**config.mk**
```make
export PLATFORM = sky130hd
export DESIGN_NAME = mem_arbiter
export DESIGN_NICKNAME = d
export VERILOG_FILES = /design/src/rtl/mem_arbiter.sv
export SDC_FILE = /design/constraint.sdc
export NUM_CORES = 1
export LEC_CHECK = 0
export ABC_AREA = 0
export CAP_MARGIN = 20
export CORE_AREA = 3 3 313 315
export CTS_CLUSTER_DIAMETER = 200
export DETAILED_ROUTE_END_ITERATION = 10
export DIE_AREA = 0 0 316 318
export PLACE_DENSITY = 0.33
export SLEW_MARGIN = 0
export SYNTH_ARGS = -nofsm -noshare
export SYNTH_HDL_FRONTEND = slang
export SYNTH_SLANG_ARGS = --single-unit
```
**constraint.sdc**
```tcl
create_clock -name clk -period 5.65 [get_ports clk]
set_clock_uncertainty 0.2 [all_clocks]
set_input_delay 1.695 -clock clk [delete_from_list [all_inputs] [get_ports clk]]
set_output_delay 1.695 -clock clk [all_outputs]
set_load 0.01 [all_outputs]
```
**src/rtl/mem_arbiter.sv**
```systemverilog
// Two-client arbiter sharing one BackupMemory port between icache and dcache.
// Round-robin request grant, port locked to dcache for a full write burst, responses routed by tag MSB.
module mem_arbiter #(
  parameter int MEM_ADDR_BITS = 28,
  parameter int MEM_DATA_BITS = 128,
  parameter int MEM_TAG_BITS  = 5,
  parameter int DATA_BEATS    = 4
) (
  input  logic                       clk,
  input  logic                       reset,
  input  logic                       ic_req_valid,
  output logic                       ic_req_ready,
  input  logic [MEM_ADDR_BITS-1:0]   ic_req_addr,
  input  logic [MEM_TAG_BITS-2:0]    ic_req_tag,
  output logic                       ic_resp_valid,
  output logic [MEM_TAG_BITS-2:0]    ic_resp_tag,
  output logic [MEM_DATA_BITS-1:0]   ic_resp_data,
  input  logic                       dc_req_valid,
  output logic                       dc_req_ready,
  input  logic                       dc_req_rw,
  input  logic [MEM_ADDR_BITS-1:0]   dc_req_addr,
  input  logic [MEM_TAG_BITS-2:0]    dc_req_tag,
  input  logic                       dc_req_data_valid,
  output logic                       dc_req_data_ready,
  input  logic [MEM_DATA_BITS-1:0]   dc_req_data_bits,
  input  logic [MEM_DATA_BITS/8-1:0] dc_req_data_mask,
  output logic                       dc_resp_valid,
  output logic [MEM_TAG_BITS-2:0]    dc_resp_tag,
  output logic [MEM_DATA_BITS-1:0]   dc_resp_data,
  output logic                       mem_req_valid,
  input  logic                       mem_req_ready,
  output logic                       mem_req_rw,
  output logic [MEM_ADDR_BITS-1:0]   mem_req_addr,
  output logic [MEM_TAG_BITS-1:0]    mem_req_tag,
  output logic                       mem_req_data_valid,
  input  logic                       mem_req_data_ready,
  output logic [MEM_DATA_BITS-1:0]   mem_req_data_bits,
  output logic [MEM_DATA_BITS/8-1:0] mem_req_data_mask,
  output logic [1:0]                 mem_req_data_offset,
  input  logic                       mem_resp_valid,
  input  logic [MEM_TAG_BITS-1:0]    mem_resp_tag,
  input  logic [MEM_DATA_BITS-1:0]   mem_resp_data
);

  localparam logic [0:0] IDLE  = 1'b0;
  localparam logic [0:0] WDATA = 1'b1;
  localparam logic [1:0] LAST_BEAT = 2'(DATA_BEATS - 1);

  logic [0:0] state;
  logic [1:0] beat;
  logic       last_grant;
  logic       hold;
  logic       hold_id;
  logic       grant_id;
  logic       idle;
  logic       wdata;
  logic       req_fire;
  logic       data_fire;

  // A request stalled by mem_req_ready keeps its grant while its valid stays up,
  // so a late-arriving competitor cannot steal the port mid-offer.
  always_comb begin
    grant_id = dc_req_valid;
    if (hold && (hold_id ? dc_req_valid : ic_req_valid))
      grant_id = hold_id;
    else if (ic_req_valid && dc_req_valid)
      grant_id = ~last_grant;
  end

  assign idle  = (state == IDLE) && !reset;
  assign wdata = (state == WDATA) && !reset;

  assign mem_req_valid = idle && (ic_req_valid || dc_req_valid);
  assign mem_req_rw    = grant_id && dc_req_rw;
  assign mem_req_addr  = grant_id ? dc_req_addr : ic_req_addr;
  assign mem_req_tag   = {grant_id, grant_id ? dc_req_tag : ic_req_tag};
  assign ic_req_ready  = idle && !grant_id && mem_req_ready;
  assign dc_req_ready  = idle && grant_id && mem_req_ready;
  assign req_fire      = mem_req_valid && mem_req_ready;

  assign mem_req_data_valid  = wdata && dc_req_data_valid;
  assign dc_req_data_ready   = wdata && mem_req_data_ready;
  assign mem_req_data_bits   = dc_req_data_bits;
  assign mem_req_data_mask   = dc_req_data_mask;
  assign mem_req_data_offset = beat;
  assign data_fire           = mem_req_data_valid && mem_req_data_ready;

  assign ic_resp_valid = !reset && mem_resp_valid && !mem_resp_tag[MEM_TAG_BITS-1];
  assign dc_resp_valid = !reset && mem_resp_valid && mem_resp_tag[MEM_TAG_BITS-1];
  assign ic_resp_tag   = mem_resp_tag[MEM_TAG_BITS-2:0];
  assign dc_resp_tag   = mem_resp_tag[MEM_TAG_BITS-2:0];
  assign ic_resp_data  = mem_resp_data;
  assign dc_resp_data  = mem_resp_data;

  always_ff @(posedge clk) begin
    if (reset) begin
      state      <= IDLE;
      beat       <= 2'd0;
      last_grant <= 1'b1;
      hold       <= 1'b0;
      hold_id    <= 1'b0;
    end else begin
      if (req_fire) begin
        last_grant <= grant_id;
        hold       <= 1'b0;
        if (grant_id && dc_req_rw) begin
          state <= WDATA;
          beat  <= 2'd0;
        end
      end else if (mem_req_valid) begin
        hold    <= 1'b1;
        hold_id <= grant_id;
      end else begin
        hold <= 1'b0;
      end
      if (data_fire) begin
        beat <= beat + 2'd1;
        if (beat == LAST_BEAT)
          state <= IDLE;
      end
    end
  end

endmodule

```
After elaboration in Yosys (flattened, before gate mapping)
Cells that the tools add are included.
{ "word_totals": {"regBits": 6, "latchBits": 0, "mem_bits_rw": 0, "rom_bits": 0, "inputBits": 350, "output_inout_bits": 451, "wordCells": 49, "n_memories": 0} }
{ "classes": {"add_sub_neg": 1, "n_mul": 0, "div": 0, "magnitude_cmp": 0, "eq_ne": 1, "shift": 0, "n_mux": 13, "bitwise_logic": 3, "n_reduce_logical": 26} }
{ "ops": {"columns": ["cell", "count"], "rows": [
  ["28-bit two-way mux", 1],
  ["1-bit logical AND", 17],
  ["1-bit two-way mux", 8],
  ["2-bit two-way mux", 3],
  ["4-bit two-way mux", 1],
  ["2-bit AND reduction", 2],
  ["2-bit nonzero test", 2],
  ["1-bit logical NOT", 3],
  ["1-bit inverter", 3],
  ["2-bit by 1-bit adder with 2-bit output (second input constant)", 1],
  ["2-bit == test (second input constant)", 1],
  ["2-bit OR reduction", 1],
  ["1-bit logical OR", 1]
]} }

Depth between registers and ports, before layout
Gate-level depths: netlist of run 1.
{ "logic_depth": {"word_depth": 8, "ltp_mapped": 4, "ltp_nobuf": 3} }

Worst setup path after synthesis of run 1
No wires, ideal clock.
{ "synth_timing": {"kind": "input -> output", "startpoint": "input port dc_req_valid", "endpoint": "output port mem_req_addr[10]", "arrival_ps": 2592, "t_required_ps": 3755, "slack_ps": 1163, "path_stages": 4, "path_buffers": 1, "cell_sequence": "inv_1 > a31oi_4 > buf_6 > mux2_2"} }
{ "synth_between": {"elab_chain_len": 4, "word_cells_on_any_way": 6, "classes_between": "4 x mux; 2 x reduce/logical"} }
{ "synth_rtl": {"columns": ["element", "line_no", "rtl"], "rows": [
  ["from (decl)", "18", "input logic dc_req_valid,"],
  ["1-bit logical AND / 1-bit two-way mux (equally long branches)", "66, 64", null],
  ["1-bit two-way mux / 1-bit logical AND (equally long branches)", "66, 64", null],
  ["1-bit two-way mux *", "64", "if (hold && (hold_id ? dc_req_valid : ic_req_valid))"],
  ["28-bit two-way mux *", "75", "assign mem_req_addr = grant_id ? dc_req_addr : ic_req_addr;"],
  ["to (decl)", "33", "output logic [MEM_ADDR_BITS-1:0] mem_req_addr,"]
]} }
Mark *: on every way between the ends. The rest lies on a longest branch, timed or not.

Final worst setup path of run 1
{ "layout_timing": {"startpoint": "input port dc_req_valid", "endpoint": "output port mem_req_addr[12]"} }
Same word-level chain as after synthesis.

==> results of run 1 <==
[cells in the final DEF (no fill, tap or decap), drive strengths merged, types with 2 or more instances in the layout]
cell           synthesis  layout
clkdlybuf4s50          0     114
mux2                  33      33
buf                  412       7
dfxtp                  6       6
and3b                  3       3
clkbuf                 1       3
nand2                  2       2
inv                    2       2
nor2                   2       2
a311oi                 2       2
nor2b                  2       2
nand3b                 2       2
o22ai                  2       2
a31oi                  2       2
[routing by layer]
| layer | track usage [%] | share of wire (%) | vias up |
|---|---|---|---|
| li1 | - | - | 522 |
| met1 | 1.81 | 21 | 608 |
| met5 | 0 | 0 | - |
| met4 | 2.72 | 9.8 | 0 |
| met3 | 3.97 | 28 | 117 |
| met2 | 4.57 | 41 | 438 |
[flip-flops by register name, indices dropped and copies added, names as in the netlist]
signal and count:
mem_req_data_offset 2, hold 1, hold_id 1, last_grant 1
state 1
[cells by family (layout without fill, tap and decap cells)]
logic type,after synthesis,after routing,share of synthesized area [%]
buf+inv,415,127,81.6
mux,33,33,9.73
simple gates,18,18,3.14
compound gates,9,9,2.10
flops,6,6,3.14
fa+ha+maj,1,1,0.327
other cells,0,1,0
[critical path, cell delays in order]
cell	delay [ns]
clkdlybuf4s50_1	0.55
inv_1	0.11
a31oi_4	0.21
buf_12	0.21
mux2_2	0.38
clkdlybuf4s50_1	0.49
[timing repair]
| action | in CTS | in global routing |
|---|---|---|
| resized for setup | 0 | 1 |
| endpoints found under the setup margin | 0 | 2 |
| setup buffers | 0 | 0 |
[final timing paths]
path,from,endpoint,slack (ns)
min,last_grant,last_grant,0.29
max reg2reg,state,mem_req_data_offset[0],3.71
max,dc_req_valid,mem_req_addr[12],0.11
min reg2reg,last_grant,last_grant,0.29
[metrics by stage]
step / setup slack, ns / instances / hold slack (ns) / area (um2)
6_report: 0.107 / 1460 / 0.293 / 3620
5_1_grt: -0.00475 / 1459 / 0.326 / 3610
4_1_cts: 0.0242 / 1459 / 0.295 / 3610
3_5_place_dp: 0.0303 / 1456 / 0.284 / 3540
3_3_place_gp: 0.0533 / 1456 / 0.284 / 3540
2_1_floorplan: 1.16 / 482 / 0.257 / 3820
[final cells by class]
class                      count  area share [%]
multi-input combinational     61            16.2
timing repair buffer         122            34.4
tap                         1265            43.8
inverter                       2           0.208
clock buffer                   3            2.08
antenna                        1          0.0692
sequential                     6            3.32
[power by group]
group          switching [mW]  total [mW]  internal [mW]
combinational          0.0527       0.164          0.111
clock                  0.0232       0.114         0.0908
sequential            0.00118      0.0455         0.0444
total                  0.0770       0.323          0.246
==> reports/qor.yml, run 1 <==
grt_pass1_vias: 1946
grt_use_total_pct: 3.11
synth.top_cells.by_area: "buf_4, mux2_2, dfxtp_1"
core-area_um2: 95200
yosysTopAreaCell: "buf_4"
critical_path_peak_fanout: 23
p_leak_nw: 0.802
io_pins: 801
hpwl_mm: 15.4
fp.dieW_um: 316
insertion_delay_ns: 0.23
fmax_mhz: 180
clock-sinks: 6
rsz0062_at_grt: "yes"
cp-start-kind: "primary input"
die_y_um: 318
grt-ovfl-total: 0
r2r_cells: 3
final_core_util_pct: 3.80
antenna_found_initial: 1
synthArstFlopShare_pct: 0
vdd_drop_max_mv: 0.0698
multi_input_area_um2: 584
yosysWarnings: 0
syn_nets: 833
synth-edff-count: 0
grt_max_degree: 24
drt_iter0_markers: 49
hp-class: "reg2reg"
yosysUniqueCellTypes: 27
cap_violations: 0
numCtsBuffers: 3
outcome: "completed"
hold_path_depth: 1
nets: 547
synthTopCellsByCount: "buf_4, mux2_2, dfxtp_1"
grt_pass1_wl_mm: 19.7
drt_first_pass_iters: 4
area_growth_pct: -5.34
clk_pin_slew_worst_paths_ns: 0.03
tns_ns: 0
synth.avg_cell_area_um2: 7.93
cp.arrival_ns: 3.65
nFillCells: 11300
yosysSeqAreaShare_pct: 3.14
wire_per_inst_um: 11.8
h-tree-depth: 1
slew_headroom_pct: 53.0
synth_flop_cell: "dfxtp_1"
place_congestion: 0.602
cts_tree: "done"
synth_most_common_cell: "buf_4"
cts_buffer_depth: 2
die_area_um2: 100000
period_share_pct: 98.1
cp-end-kind: "output pin"
synthCells: 482
tightestPinTransition_ns: 0.701
drcViolationCount: 0
setup_violations: 0
synth_area_um2: 3820
drtAntennaViolNets: 0
power_mw: 0.323
ff_latch_area_um2: 120
period_minus_slack_ns: 5.54
final_hold_viol_count: 0
report.final.slew_viol_count: 0
start_util_pct: 4.01
root_buffer: "clkbuf_16"
synth-seq-cells: 6
required_ns: 3.75
wirelength_mm: 17.3
port_buffers: 116
vias: 1685
drive_above_1_share_pct: 22.2
powerDensity_nw_per_um2: 89.4
crit_type: "in2out"
viasPerCell: 1.15
ctsHoldBuffers: 0
synth_top_cell_area_share_pct: 80.4
rows: 113
(Power assumes the default switching activity.)
==> run 2: changes to the inputs <==
==> constraint.sdc (replaced) <==
create_clock -name clk -period 6.4 [get_ports clk]
set_clock_uncertainty 0.2 [all_clocks]
set_input_delay 1.92 -clock clk [delete_from_list [all_inputs] [get_ports clk]]
set_output_delay 1.92 -clock clk [all_outputs]
set_load 0.01 [all_outputs]
==> run 2 against run 1 <==
  * Power fell by 13%
  * Combinational power is 13% lower
  * Die area is the same
  * Clock-buffer cell count did not move
  * Design area decreased by 1.2%
  * Global-route usage about the same
  * Non-clock buffer count shrank 4
  * Sequential power down 12%
  * Clock power is 14% lower
  * Worst setup slack better by 0.14 ns
  * Largest power group unchanged
  * Highest routed layer is now met5
==> reports/qor.yml, run 2 (synthesis gave the netlist of run 1 again) <==
outcome: "completed"
grt-ovfl-total: 0
crit_type: "in2out"
rsz0062_at_grt: "no"
tns_ns: 0
drtAntennaViolNets: 0
hpwl_mm: 15.3
p_leak_nw: 0.762
crit_chain: "clkdlybuf4s50_1 -> inv_1 -> a31oi_4 -> buf_12 -> mux2_2 -> clkdlybuf4s50_1"
report.final.slew_viol_count: 0
insertion_delay_ns: 0.22
nFillCells: 11300
power_mw: 0.281
reg2reg_to: "mem_req_data_offset[1]"
core-area_um2: 95200
grt_use_total_pct: 3.06
cts_tree: "done"
ff2ff_setup_slack_ns: 4.45
dpl_worst_slack_ns: 0.188
drcViolationCount: 0
nets: 543
io_pins: 801
h-tree-depth: 1
wire_per_inst_um: 11.7
place_congestion: 0.583
largest_reg_flops: 2
wirelength_mm: 17.1
finalNonFillerCells: 1456
met2_length_mm: 6.99
area_growth_pct: -6.52
cp.arrival_ns: 4.03
cts_buffer_depth: 2
required_ns: 4.28
cpMostUsedCell: "clkdlybuf4s50_1"
die_y_um: 318
clk_pin_slew_worst_paths_ns: 0.03
ctsHoldBuffers: 0
critical_path_peak_fanout: 31
fp.dieW_um: 316
setup_ws_ns: 0.252
powerDensity_nw_per_um2: 78.6
hold_path_depth: 1
root_buffer: "clkbuf_16"
port_buffers: 116
ff_latch_area_um2: 120
drt_first_pass_iters: 3
r2r_start: "state"
ctsResizeCount: 0
final_core_util_pct: 3.75
min_from: "last_grant"
vias: 1689
mostFrequentLayoutCells: "clkdlybuf4s50_1, mux2_2, dfxtp_1"
numCtsBuffers: 3
rows: 113
drive_above_1_share_pct: 20.5
drt_iter0_markers: 57
cap_violations: 0
start_util_pct: 4.01
grt_pass1_vias: 1873
r2r_cells: 3
cp-start-kind: "primary input"
fmax_mhz: 163
vdd_drop_max_mv: 0.0700
cp-end-kind: "output pin"
setup_violations: 0
met1_length_mm: 3.46
final_common_cell: "clkdlybuf4s50_1"
slew_headroom_pct: 54.8
cp_slowest_cell: "clkdlybuf4s50_1"
antenna_found_initial: 3
route.met3.wl_mm: 4.96
top_layer: "met5"
viasPerCell: 1.16
multi_input_area_um2: 584
clock-sinks: 6
placedCellCount: 1452
min_to: "last_grant"
tightestPinTransition_ns: 0.673
postCtsSetupBuffers: 0
grt_pass1_wl_mm: 19.3
grt_max_degree: 32
hp-class: "reg2reg"
period_share_pct: 96.1
die_area_um2: 100000
period_minus_slack_ns: 6.15
final_hold_viol_count: 0
cp_slowest_stage_delay_ns: 0.55
-- run 2: cell count changes in the layout (fill, tap and decap cells not counted) --
cell | before | now
buf_4 | 4 | 1
clkdlybuf4s50_1 | 114 | 115
buf_12 | 3 | 2
dlymetal6s2s_1 | 1 | 0
-- run 2: worst max-delay path by stage --
stage,start,to,slack [ns],depth (start not counted)
CTS,dc_req_valid,mem_req_addr[12],0.18,6
finish,dc_req_valid,mem_req_addr[12],0.25,6
detailed placement,dc_req_valid,mem_req_addr[12],0.19,6
global placement,dc_req_valid,mem_req_addr[12],0.20,6
floorplan,dc_req_valid,mem_req_addr[10],1.46,4
global route,dc_req_valid,mem_req_addr[12],0.12,6
-- run 2: final cells by class --
| cell class | count | share of cell area [%] |
|---|---|---|
| antenna | 1 | 0.0701 |
| clock buffer | 3 | 2.10 |
| inverter | 2 | 0.210 |
| multi-input combinational | 61 | 16.4 |
| sequential | 6 | 3.36 |
| tap | 1265 | 44.3 |
| timing repair buffer | 118 | 33.6 |
-- run 2: power breakdown --
group	internal (mW)	switching, mW
Clock	0.0799	0.0184
Sequential	0.0392	0.00102
Combinational	0.0963	0.0458
Total	0.215	0.0653
-- run 2: stage by stage --
step | hold slack, ns | area (um2)
after CTS | 0.307 | 3570
after global placement | 0.285 | 3490
after floorplan | 0.257 | 3820
after detailed placement | 0.298 | 3490
after global routing | 0.328 | 3570
final | 0.303 | 3570
-- run 2: worst max-delay path, delay by kind of cell --
| family | cells | cell delay [ns] |
|---|---|---|
| compound gates | 1 | 0.30 |
| buf+inv | 4 | 1.43 |
| mux | 1 | 0.36 |
-- run 2: routing by layer --
| metal | global-route usage (%) | vias to the layer above |
|---|---|---|
| li1 | - | 521 |
| met1 | 1.71 | 601 |
| met2 | 4.47 | 448 |
| met3 | 4.06 | 117 |
| met4 | 2.69 | 2 |
| met5 | 0 | - |
==> run 3: changes to the inputs <==
--- a/config.mk
+++ b/config.mk
@@ -11,7 +11,6 @@
 export CTS_CLUSTER_DIAMETER = 200
 export DETAILED_ROUTE_END_ITERATION = 10
 export DIE_AREA = 0 0 316 318
-export PLACE_DENSITY = 0.33
 export SLEW_MARGIN = 0
 export SYNTH_ARGS = -nofsm -noshare
 export SYNTH_HDL_FRONTEND = slang
==> run 3 against run 2 <==
  * Power grew 39%
  * Worst setup slack gained 0.21 ns
  * Hold slack gained 0.0024 ns
  * Routed wire length grew to 3.1 times the previous value
  * Combinational power grew 64%
  * Sequential cell count is the same
  * Die area is the same
  * Register-to-register slack lost 0.37 ns
  * Non-clock buffer count grew 1
  * Utilization grew 0.31 points
  * Cell count grew 0.41%
  * Clock power grew 20%
  * Largest cell class unchanged
  * Largest power group unchanged
==> reports/qor.yml, run 3 (synthesis gave the netlist of run 1 again) <==
power_mw: 0.391
die_area_um2: 100000
area_growth_pct: 1.24
placedCellCount: 1453
grt_pass1_wl_mm: 56.7
use_met2_pct: 12.9
cp-start-kind: "primary input"
fp.dieW_um: 316
rows: 113
vias: 1861
fmax_mhz: 168
ctsHoldBuffers: 0
final_common_cell: "clkdlybuf4s50_1"
cp.depth: 6
cp-end-kind: "output pin"
crit_chain: "clkdlybuf4s50_1 -> inv_1 -> a31oi_4 -> buf_12 -> mux2_2 -> clkdlybuf4s50_1"
grt_util_met1_pct: 7.26
cp_slowest_cell: "clkdlybuf4s50_1"
cpMostUsedCell: "clkdlybuf4s50_1"
drt_iter0_markers: 75
period_share_pct: 92.7
outcome: "completed"
critical_path_peak_fanout: 19
path_delay_family: "buffers and inverters"
vdd_drop_max_mv: 0.0587
h-tree-depth: 1
io_pins: 801
slew_headroom_pct: 45.3
final_hold_viol_count: 0
clk_pin_slew_worst_paths_ns: 0.04
powerDensity_nw_per_um2: 101
p_leak_nw: 0.914
tns_ns: 0
cp_num_buf_inv: 4
required_ns: 4.28
mostFrequentLayoutCells: "clkdlybuf4s50_1, mux2_2, buf_12"
drive_above_1_share_pct: 35.6
nFillCells: 11200
core-area_um2: 95200
cts_tree: "done"
largest_reg_flops: 2
postCtsSetupBuffers: 0
period_minus_slack_ns: 5.94
start_util_pct: 4.01
insertion_delay_ns: 0.25
finalNonFillerCells: 1462
root_buffer: "clkbuf_16"
grt_pass1_vias: 2041
top_usage_layer: "met3"
cp.arrival_ns: 3.82
nets: 544
viasPerCell: 1.27
hp-class: "reg2reg"
final_core_util_pct: 4.06
ctsResizeCount: 0
grt_max_degree: 20
hpwl_mm: 50.8
tightestPinTransition_ns: 0.820
drt_first_pass_iters: 4
port_buffers: 116
report.final.slew_viol_count: 0
cp_slowest_stage_delay_ns: 0.53
rsz0062_at_grt: "no"
wire_per_inst_um: 36.0
antenna_found_initial: 11
setup_violations: 0
cts_buffer_depth: 2
hold_path_depth: 1
ff_latch_area_um2: 120
clock-sinks: 6
grt-ovfl-total: 0
die_y_um: 318
multi_input_area_um2: 591
cap_violations: 0
wirelength_mm: 52.7
numCtsBuffers: 3
hold_ws_ns: 0.306
drtAntennaViolNets: 0
drcViolationCount: 0
grt_use_total_pct: 10.0
r2r_cells: 3
place_congestion: 0.645
crit_type: "in2out"
grt.met3_usage_pct: 17.0
-- run 3: cell types whose count changed in the layout (fill, tap and decap cells not counted) --
cell             delta
buf_4               +1
a311oi_1            -1
buf_12             +27
diode_2             +5
a311oi_2            +1
clkdlybuf4s50_1    -27
-- run 3: final cells by class --
type                    count  share of cell area [%]
flip-flops and latches      6                    3.11
diodes                      6                   0.388
well taps                1265                    40.9
repair buffers            119                    38.2
clock buffers               3                    1.94
inverters                   2                   0.194
multi-input cells          61                    15.3
-- run 3: report_power, final --
part	switching (mW)	internal, mW	leakage [nW]
combinational	0.105	0.128	0.828
sequential	0.00158	0.0390	0.0490
clock	0.0363	0.0816	0.0370
-- run 3: per-stage QoR --
| step | cell area (um2) | setup slack, ns |
|---|---|---|
| 3_3_place_gp | 3780 | 0.433 |
| 2_1_floorplan | 3820 | 1.46 |
| 3_5_place_dp | 3780 | 0.463 |
| 5_1_grt | 3850 | 0.411 |
| 4_1_cts | 3850 | 0.452 |
| 6_report | 3870 | 0.465 |
-- run 3: per-layer routing --
layer,part of all wire [%],wire [um]
met1,24,12900
met3,37,19300
met5,0,0
met4,2.5,1310
met2,36,19200
-- run 3: worst paths after layout --
| path | startpoint | end | slack [ns] |
|---|---|---|---|
| max | dc_req_valid | mem_req_addr[10] | 0.46 |
| min | last_grant | last_grant | 0.31 |
| max reg2reg | state | mem_req_data_offset[0] | 4.08 |
| min reg2reg | last_grant | last_grant | 0.31 |
